File: src/rtl/stopwatch_disp_pkg.sv
// -----------------------------------------------------------------------------
// stopwatch_disp_pkg
//
// Shared constants for the stopwatch seven-segment scan driver.
//   NUM_DIGITS  : number of multiplexed digits (MM:SS:hh = 6)
//   SEG_*       : active-low segment patterns, bit order {g,f,e,d,c,b,a}
//   DP_MASK     : active-low decimal-point pattern indexed by digit slot;
//                 zeros sit after the minutes and seconds digits.
//   AN_OFF      : all digit enables inactive (active-low)
// -----------------------------------------------------------------------------
package stopwatch_disp_pkg;

   localparam int NUM_DIGITS = 6;

   localparam logic [6:0] SEG_0    = 7'b1000000;
   localparam logic [6:0] SEG_1    = 7'b1111001;
   localparam logic [6:0] SEG_2    = 7'b0100100;
   localparam logic [6:0] SEG_3    = 7'b0110000;
   localparam logic [6:0] SEG_4    = 7'b0011001;
   localparam logic [6:0] SEG_5    = 7'b0010010;
   localparam logic [6:0] SEG_6    = 7'b0000010;
   localparam logic [6:0] SEG_7    = 7'b1111000;
   localparam logic [6:0] SEG_8    = 7'b0000000;
   localparam logic [6:0] SEG_9    = 7'b0010000;
   localparam logic [6:0] SEG_DASH = 7'b0111111;
   localparam logic [6:0] SEG_OFF  = 7'b1111111;

   localparam logic [NUM_DIGITS-1:0] DP_MASK = 6'b101011;
   localparam logic [NUM_DIGITS-1:0] AN_OFF  = 6'b111111;

   typedef logic [2:0] digit_idx_t;

   // Next scan slot: 0,1,...,NUM_DIGITS-1,0,...
   function automatic digit_idx_t next_digit(input digit_idx_t cur);
      if (cur == digit_idx_t'(NUM_DIGITS - 1)) begin
         return '0;
      end
      return cur + digit_idx_t'(1);
   endfunction

endpackage

File: src/rtl/stopwatch_display_scan_bcd_to_seg7.sv
// -----------------------------------------------------------------------------
// bcd_to_seg7
//
// Purely combinational BCD to seven-segment decoder.
//   nibble : in  4  BCD digit
//   seg    : out 7  active-low segments {g,f,e,d,c,b,a}
// Codes 4'hA..4'hF are not valid BCD and show a dash so that an upstream
// counter fault is visible on the display instead of being silently masked.
// -----------------------------------------------------------------------------
module bcd_to_seg7
   import stopwatch_disp_pkg::*;
(
   input  logic [3:0] nibble,
   output logic [6:0] seg
);

   always_comb begin
      seg = SEG_DASH;
      case (nibble)
         4'd0:    seg = SEG_0;
         4'd1:    seg = SEG_1;
         4'd2:    seg = SEG_2;
         4'd3:    seg = SEG_3;
         4'd4:    seg = SEG_4;
         4'd5:    seg = SEG_5;
         4'd6:    seg = SEG_6;
         4'd7:    seg = SEG_7;
         4'd8:    seg = SEG_8;
         4'd9:    seg = SEG_9;
         default: seg = SEG_DASH;
      endcase
   end

endmodule

File: src/rtl/stopwatch_display_scan.sv
// -----------------------------------------------------------------------------
// stopwatch_display_scan
//
// Time-multiplexed six-digit common-anode driver for the stopwatch MM:SS:hh
// readout. A shadow copy of disp_time is taken once per frame so a rollover
// in the middle of a scan never shows a torn value.
//
// Parameters:
//   REFRESH_DIV : clock cycles each digit stays lit (2..65535)
// Ports:
//   clk       : in  1   system clock (same as the stopwatch core)
//   reset     : in  1   asynchronous, active-high reset
//   disp_time : in  24  packed BCD {m10,m1,s10,s1,h10,h1}
//   an        : out 6   digit enables, active-low; an[i] shows disp_time[4i+3:4i]
//   seg       : out 7   segments {g,f,e,d,c,b,a}, active-low
//   dp        : out 1   decimal point, active-low
//
// Build option:
//   STOPWATCH_DISP_LZB_EN : when defined, leading-zero blanking of the two
//                           minute digits is enabled.
// -----------------------------------------------------------------------------
module stopwatch_display_scan
   import stopwatch_disp_pkg::*;
#(
   parameter int unsigned REFRESH_DIV = 50000
)
(
   input  logic        clk,
   input  logic        reset,
   input  logic [23:0] disp_time,
   output logic [5:0]  an,
   output logic [6:0]  seg,
   output logic        dp
);

   localparam logic [15:0] CNT_LAST = 16'(REFRESH_DIV - 1);

   logic [15:0] cnt_q, cnt_d;
   digit_idx_t  idx_q, idx_d;
   logic [23:0] shadow_q, shadow_d;
   logic        started_q, started_d;
   logic [5:0]  an_q, an_d;
   logic [6:0]  seg_q, seg_d;
   logic        dp_q, dp_d;

   logic        tick;
   logic [3:0]  cur_nib;
   logic [6:0]  cur_seg;
   logic        blank_digit;
   logic [3:0]  nib_arr [NUM_DIGITS];

   // Split the shadow word into per-digit nibbles.
   generate
      for (genvar gi = 0; gi < NUM_DIGITS; gi++) begin : g_nib
         assign nib_arr[gi] = shadow_q[4*gi +: 4];
      end
   endgenerate

   // Refresh divider, digit index and frame snapshot.
   always_comb begin
      tick      = (cnt_q == CNT_LAST);
      cnt_d     = tick ? 16'd0 : cnt_q + 16'd1;
      idx_d     = idx_q;
      shadow_d  = shadow_q;
      started_d = started_q;
      if (tick) begin
         idx_d     = next_digit(idx_q);
         started_d = 1'b1;
         // Wrapping from the last slot starts a new frame: latch the time.
         if (idx_q == digit_idx_t'(NUM_DIGITS - 1)) begin
            shadow_d = disp_time;
         end
      end
   end

   // Nibble mux in front of the single shared decoder.
   always_comb begin
      cur_nib = 4'd0;
      for (int i = 0; i < NUM_DIGITS; i++) begin
         if (idx_q == digit_idx_t'(i)) begin
            cur_nib = nib_arr[i];
         end
      end
   end

   bcd_to_seg7 u_dec (
      .nibble (cur_nib),
      .seg    (cur_seg)
   );

`ifdef STOPWATCH_DISP_LZB_EN
   // Minute tens hidden when zero; minute ones hidden only when both minute
   // digits are zero, so "05:12.xx" stays readable as "5:12.xx".
   always_comb begin
      blank_digit = 1'b0;
      if (idx_q == 3'd5 && nib_arr[5] == 4'd0) begin
         blank_digit = 1'b1;
      end
      if (idx_q == 3'd4 && nib_arr[5] == 4'd0 && nib_arr[4] == 4'd0) begin
         blank_digit = 1'b1;
      end
   end
`else
   assign blank_digit = 1'b0;
`endif

   // Output pattern for the current slot. Until the first tick after reset
   // the shadow holds no captured time, so the display stays dark; the first
   // lit digit is therefore digit 0 of the first real frame.
   always_comb begin
      an_d  = AN_OFF;
      seg_d = SEG_OFF;
      dp_d  = 1'b1;
      if (started_q && !blank_digit) begin
         for (int i = 0; i < NUM_DIGITS; i++) begin
            if (idx_q == digit_idx_t'(i)) begin
               an_d[i] = 1'b0;
               dp_d    = DP_MASK[i];
            end
         end
         seg_d = cur_seg;
      end
   end

   always_ff @(posedge clk or posedge reset) begin
      if (reset) begin
         cnt_q     <= 16'd0;
         idx_q     <= digit_idx_t'(NUM_DIGITS - 1);
         shadow_q  <= 24'h0;
         started_q <= 1'b0;
         an_q      <= AN_OFF;
         seg_q     <= SEG_OFF;
         dp_q      <= 1'b1;
      end else begin
         cnt_q     <= cnt_d;
         idx_q     <= idx_d;
         shadow_q  <= shadow_d;
         started_q <= started_d;
         an_q      <= an_d;
         seg_q     <= seg_d;
         dp_q      <= dp_d;
      end
   end

   assign an  = an_q;
   assign seg = seg_q;
   assign dp  = dp_q;

endmodule
File: config.mk
export PLATFORM = sky130hd
export DESIGN_NAME = stopwatch_display_scan
export DESIGN_NICKNAME = d
export VERILOG_FILES = /design/src/rtl/stopwatch_disp_pkg.sv /design/src/rtl/stopwatch_display_scan_bcd_to_seg7.sv /design/src/rtl/stopwatch_display_scan.sv
export SDC_FILE = /design/constraint.sdc
export NUM_CORES = 1
export LEC_CHECK = 0
export CAP_MARGIN = 0
export CORE_MARGIN = 1.5
export CORE_UTILIZATION = 45
export CTS_CLUSTER_DIAMETER = 30
export DETAILED_ROUTE_END_ITERATION = 7
export PLACE_DENSITY = 0.78
export SYNTH_ARGS = -nofsm -noshare
export SYNTH_HDL_FRONTEND = slang
export SYNTH_SLANG_ARGS = --single-unit
File: constraint.sdc
create_clock -name clk -period 6.78 [get_ports clk]
set_input_delay 1.356 -clock clk [delete_from_list [all_inputs] [get_ports clk]]
set_output_delay 1.356 -clock clk [all_outputs]
set_load 0.01 [all_outputs]
==> metrics.log <==
INFO  metric die_area = 6370 um^2
INFO  metric pwr_density_cell = 197 nW/um^2
INFO  metric grt_usage = 17.5%
INFO  metric timing.critical_path.required = 7.02 ns
INFO  metric crit_path_max_fanout = 19
INFO  metric syn-num-nets = 253
INFO  metric grt_remaining_overflow = 0
INFO  metric finalCriticalPeriod = 2.85 ns
INFO  metric grt_antenna_before_repair = 0
INFO  metric syn_to_final_growth = 22.6%
INFO  metric post_dp_hpwl = 3330 um
INFO  metric cts_post_setup_buffers_inserted = 0
INFO  metric max_freq = 350 MHz
INFO  metric synth_edf_count = 0
INFO  metric synthesis.instances = 224
INFO  metric via_per_inst = 5.25
INFO  metric slew_violations = 0
INFO  metric fin_crit_sh = 42.1%
INFO  metric num_io_pins = 40
INFO  metric placement.io_buffers = 39
INFO  metric dr.first_iter.drc_count = 148
INFO  metric yosysWarningCount = 0
INFO  metric largest_net_degree_at_the_start_of_global_routing = 59
INFO  metric syn-cell-area = 2660 um^2
INFO  metric routed_len_inst = 14.0 um
INFO  metric grt_pass1_wl = 8270 um
INFO  metric drc = 0
INFO  metric power_spent_charging_and_discharging_nets = 127 uW
INFO  metric cts_resized = 0
INFO  metric synthesis.area_per_instance = 11.9 um^2
INFO  metric clk_transition_reported_paths = 0.06 ns
INFO  metric cell_type_of_the_slowest_stage_on_the_worst_timing_path = dfstp_2
INFO  metric gpl.final_weighted_congestion = 0.789
INFO  metric inserted_clock_buffers = 9
INFO  metric sequential_area = 1470 um^2
INFO  metric nets = 294
INFO  metric critPathKind = register to register
INFO  metric synthFlopType = dfrtp_1
INFO  metric power_leakage = 0.00145 uW
INFO  metric synth.top_cells.by_area = dfrtp_1 40%, dfstp_2 16%, mux2_2 11%
INFO  metric fp.coreArea = 5610 um^2
INFO  metric p_comb_share = 3.3%
INFO  metric synth_common_cells = 42 x dfrtp_1, 26 x mux2_2, 17 x nor2_1
INFO  metric clock-sinks = 58
INFO  metric critical_path_launch_point_type = register
INFO  metric clock_tree.buffer_depth = 2
INFO  metric cts.root.buffer_cell = clkbuf_8
INFO  metric setup_viol = 0
INFO  metric grt_setup_unrepaired = false
INFO  metric tritoncts = done
INFO  metric crit_path_max_incr_delay = 0.80 ns
INFO  metric final.setup_skew = 0.00685 ns
INFO  metric p_int = 513 uW
INFO  metric swShare = 19.8%
INFO  metric fin_cells = 342
INFO  metric clkLatencyLatePin = 0.33 ns
INFO  metric maxSlewHeadroom = 29.7%
INFO  metric synth_seq_cells = 58
INFO  metric worst_hold_path_type = register to register
INFO  metric power.total = 640 uW
INFO  metric hold_viol = 0
INFO  metric placementRows = 27
INFO  metric synthMostInstantiatedCell = dfrtp_1
INFO  metric most_frequent_cell_on_the_critical_path = ha_1
INFO  metric synthArstFlopShare = 100%
INFO  metric arrival = 3.09 ns
INFO  metric yosys.cell_types.count = 44
INFO  metric drv_cap = 0
INFO  metric dr_total_vias = 1,797
INFO  metric die_height = 79.8 um
INFO  metric floorplan.initialDensity = 47.3%
INFO  metric grt_pass1_vias = 1,873
INFO  metric power_frac_seq = 54.2%
INFO  metric setup.worst_path.end_class = register
INFO  metric seq_area_frac_synth = 55.4%
INFO  metric post_cts_hold_buffer_count = 0
INFO  metric yosysTopAreaCell = dfrtp_1
INFO  metric drtPass1Iterations = 4
INFO  metric worstPathCellList = and2_1, ha_1, nor2_1, a311oi_1, inv_1, ha_1, a21oi_1, nand4b_1
INFO  metric fin_tns_setup = 0 ns
INFO  metric synth_top_area_share = 39.6%
INFO  metric ctsHtreeMaxLevel = 3
INFO  metric run_status = complete, no violations
INFO  metric antennaDiodeCount = 0
INFO  metric worst_slew_pin_slew = 1.05 ns
INFO  metric filler_cell_count = 498
INFO  metric fin_ws = 3.93 ns
INFO  metric layout_cell_share_with_drive_strength_beyond_1 = 22.6%
INFO  metric multiInputGateArea = 1090 um^2
INFO  metric antenna_left = 0
INFO  metric detail_route.wirelength = 4800 um
INFO  metric vdd.ir_drop.worst = 0.000117 V
INFO  metric p_clk_share = 42.5%
INFO  metric pre_cts_slack = 3.96 ns
INFO  metric placedCellCount = 326
INFO  metric die_w = 79.8 um
==> cell usage in the layout (no fill, tap or decap), types with 7 or more instances in the layout <==
cell type	netlist	final
mux2_2	26	26
nor2_1	17	17
dfstp_2	16	16
nand2_1	10	10
clkdlybuf4s50_1	0	39
nor3_1	7	7
xor2_1	7	7
nand3_1	7	7
inv_1	9	8
clkbuf_8	0	11
dfrtp_1	42	42
o21ai_0	11	11
==> power by group through the flow <==
stage / Clock (uW) / Sequential, uW / Combinational, uW
floorplan: 0 / 353 / 5.09
CTS: 282 / 347 / 22.0
finish: 272 / 347 / 21.3
detailed placement: 0 / 353 / 21.8
global route: 299 / 346 / 23.8
global placement: 0 / 353 / 21.8
==> worst max-delay path, delay by kind of cell (launching register included) <==
kind                     cells  cell delay [ns]
AND/OR/NAND/NOR              3             0.52
AO/OA/AOI/OAI                2             0.59
adder cells (fa/ha/maj)      2             0.68
buffers and inverters        1             0.18
flip-flops                   1             0.80
==> area by class of cell <==
type / count / area share, %
sequential: 58 / 45.2
multi-input combinational: 147 / 33.6
timing repair buffer: 40 / 12.2
clock buffer: 16 / 5.23
tap: 72 / 2.77
inverter: 9 / 1.04
==> flip-flops by register name, summed over array words and instances (netlist names) <==
register,flops
seg,7
an,6
shadow_q,24
dp,1
started_q,1
idx_q,3
cnt_q,16
==> path summary, 6_finish.rpt <==
| path | startpoint | depth (start not counted) | to | slack [ns] |
|---|---|---|---|---|
| max in group asynchronous | reset | 3 | shadow_q[5] | 4.77 |
| max | idx_q[0] | 8 | seg[3] | 3.93 |
| min in group asynchronous | reset | 3 | shadow_q[11] | 1.56 |
| min reg2reg | cnt_q[0] | 1 | cnt_q[0] | 0.48 |
| max reg2reg | idx_q[0] | 8 | seg[3] | 3.93 |
| min | cnt_q[0] | 1 | cnt_q[0] | 0.48 |
==> logic make-up (layout without fill, tap and decap cells) <==
| group | Yosys count | after routing | share of synthesized area [%] |
|---|---|---|---|
| and+or+nand+nor | 67 | 67 | 13.2 |
| adders and majority gates | 3 | 3 | 1.41 |
| DFF | 58 | 58 | 55.4 |
| xor gates and xnor gates | 12 | 12 | 3.96 |
| muxes | 32 | 32 | 13.7 |
| buffers and inverters | 19 | 65 | 3.44 |
| AOI/OAI and AO/OA | 33 | 33 | 8.91 |
==> per-layer routing <==
layer,track usage (%),vias up,routed length [um]
met1,20.5,870,2130
li1,-,871,-
met3,5.49,10,186
met2,28.5,46,2390
met4,9.31,0,89
met5,0,-,0
==> stage by stage <==
stage          util (%)  cell area (um^2)  hold slack, ns
6_report           58.1              3260           0.484
3_5_place_dp       55.0              3090           0.473
4_1_cts            58.1              3260           0.480
5_1_grt            58.1              3260           0.499
2_1_floorplan         -              2660           0.448
3_3_place_gp       55.0              3090           0.460
(Power assumes the default switching activity.)
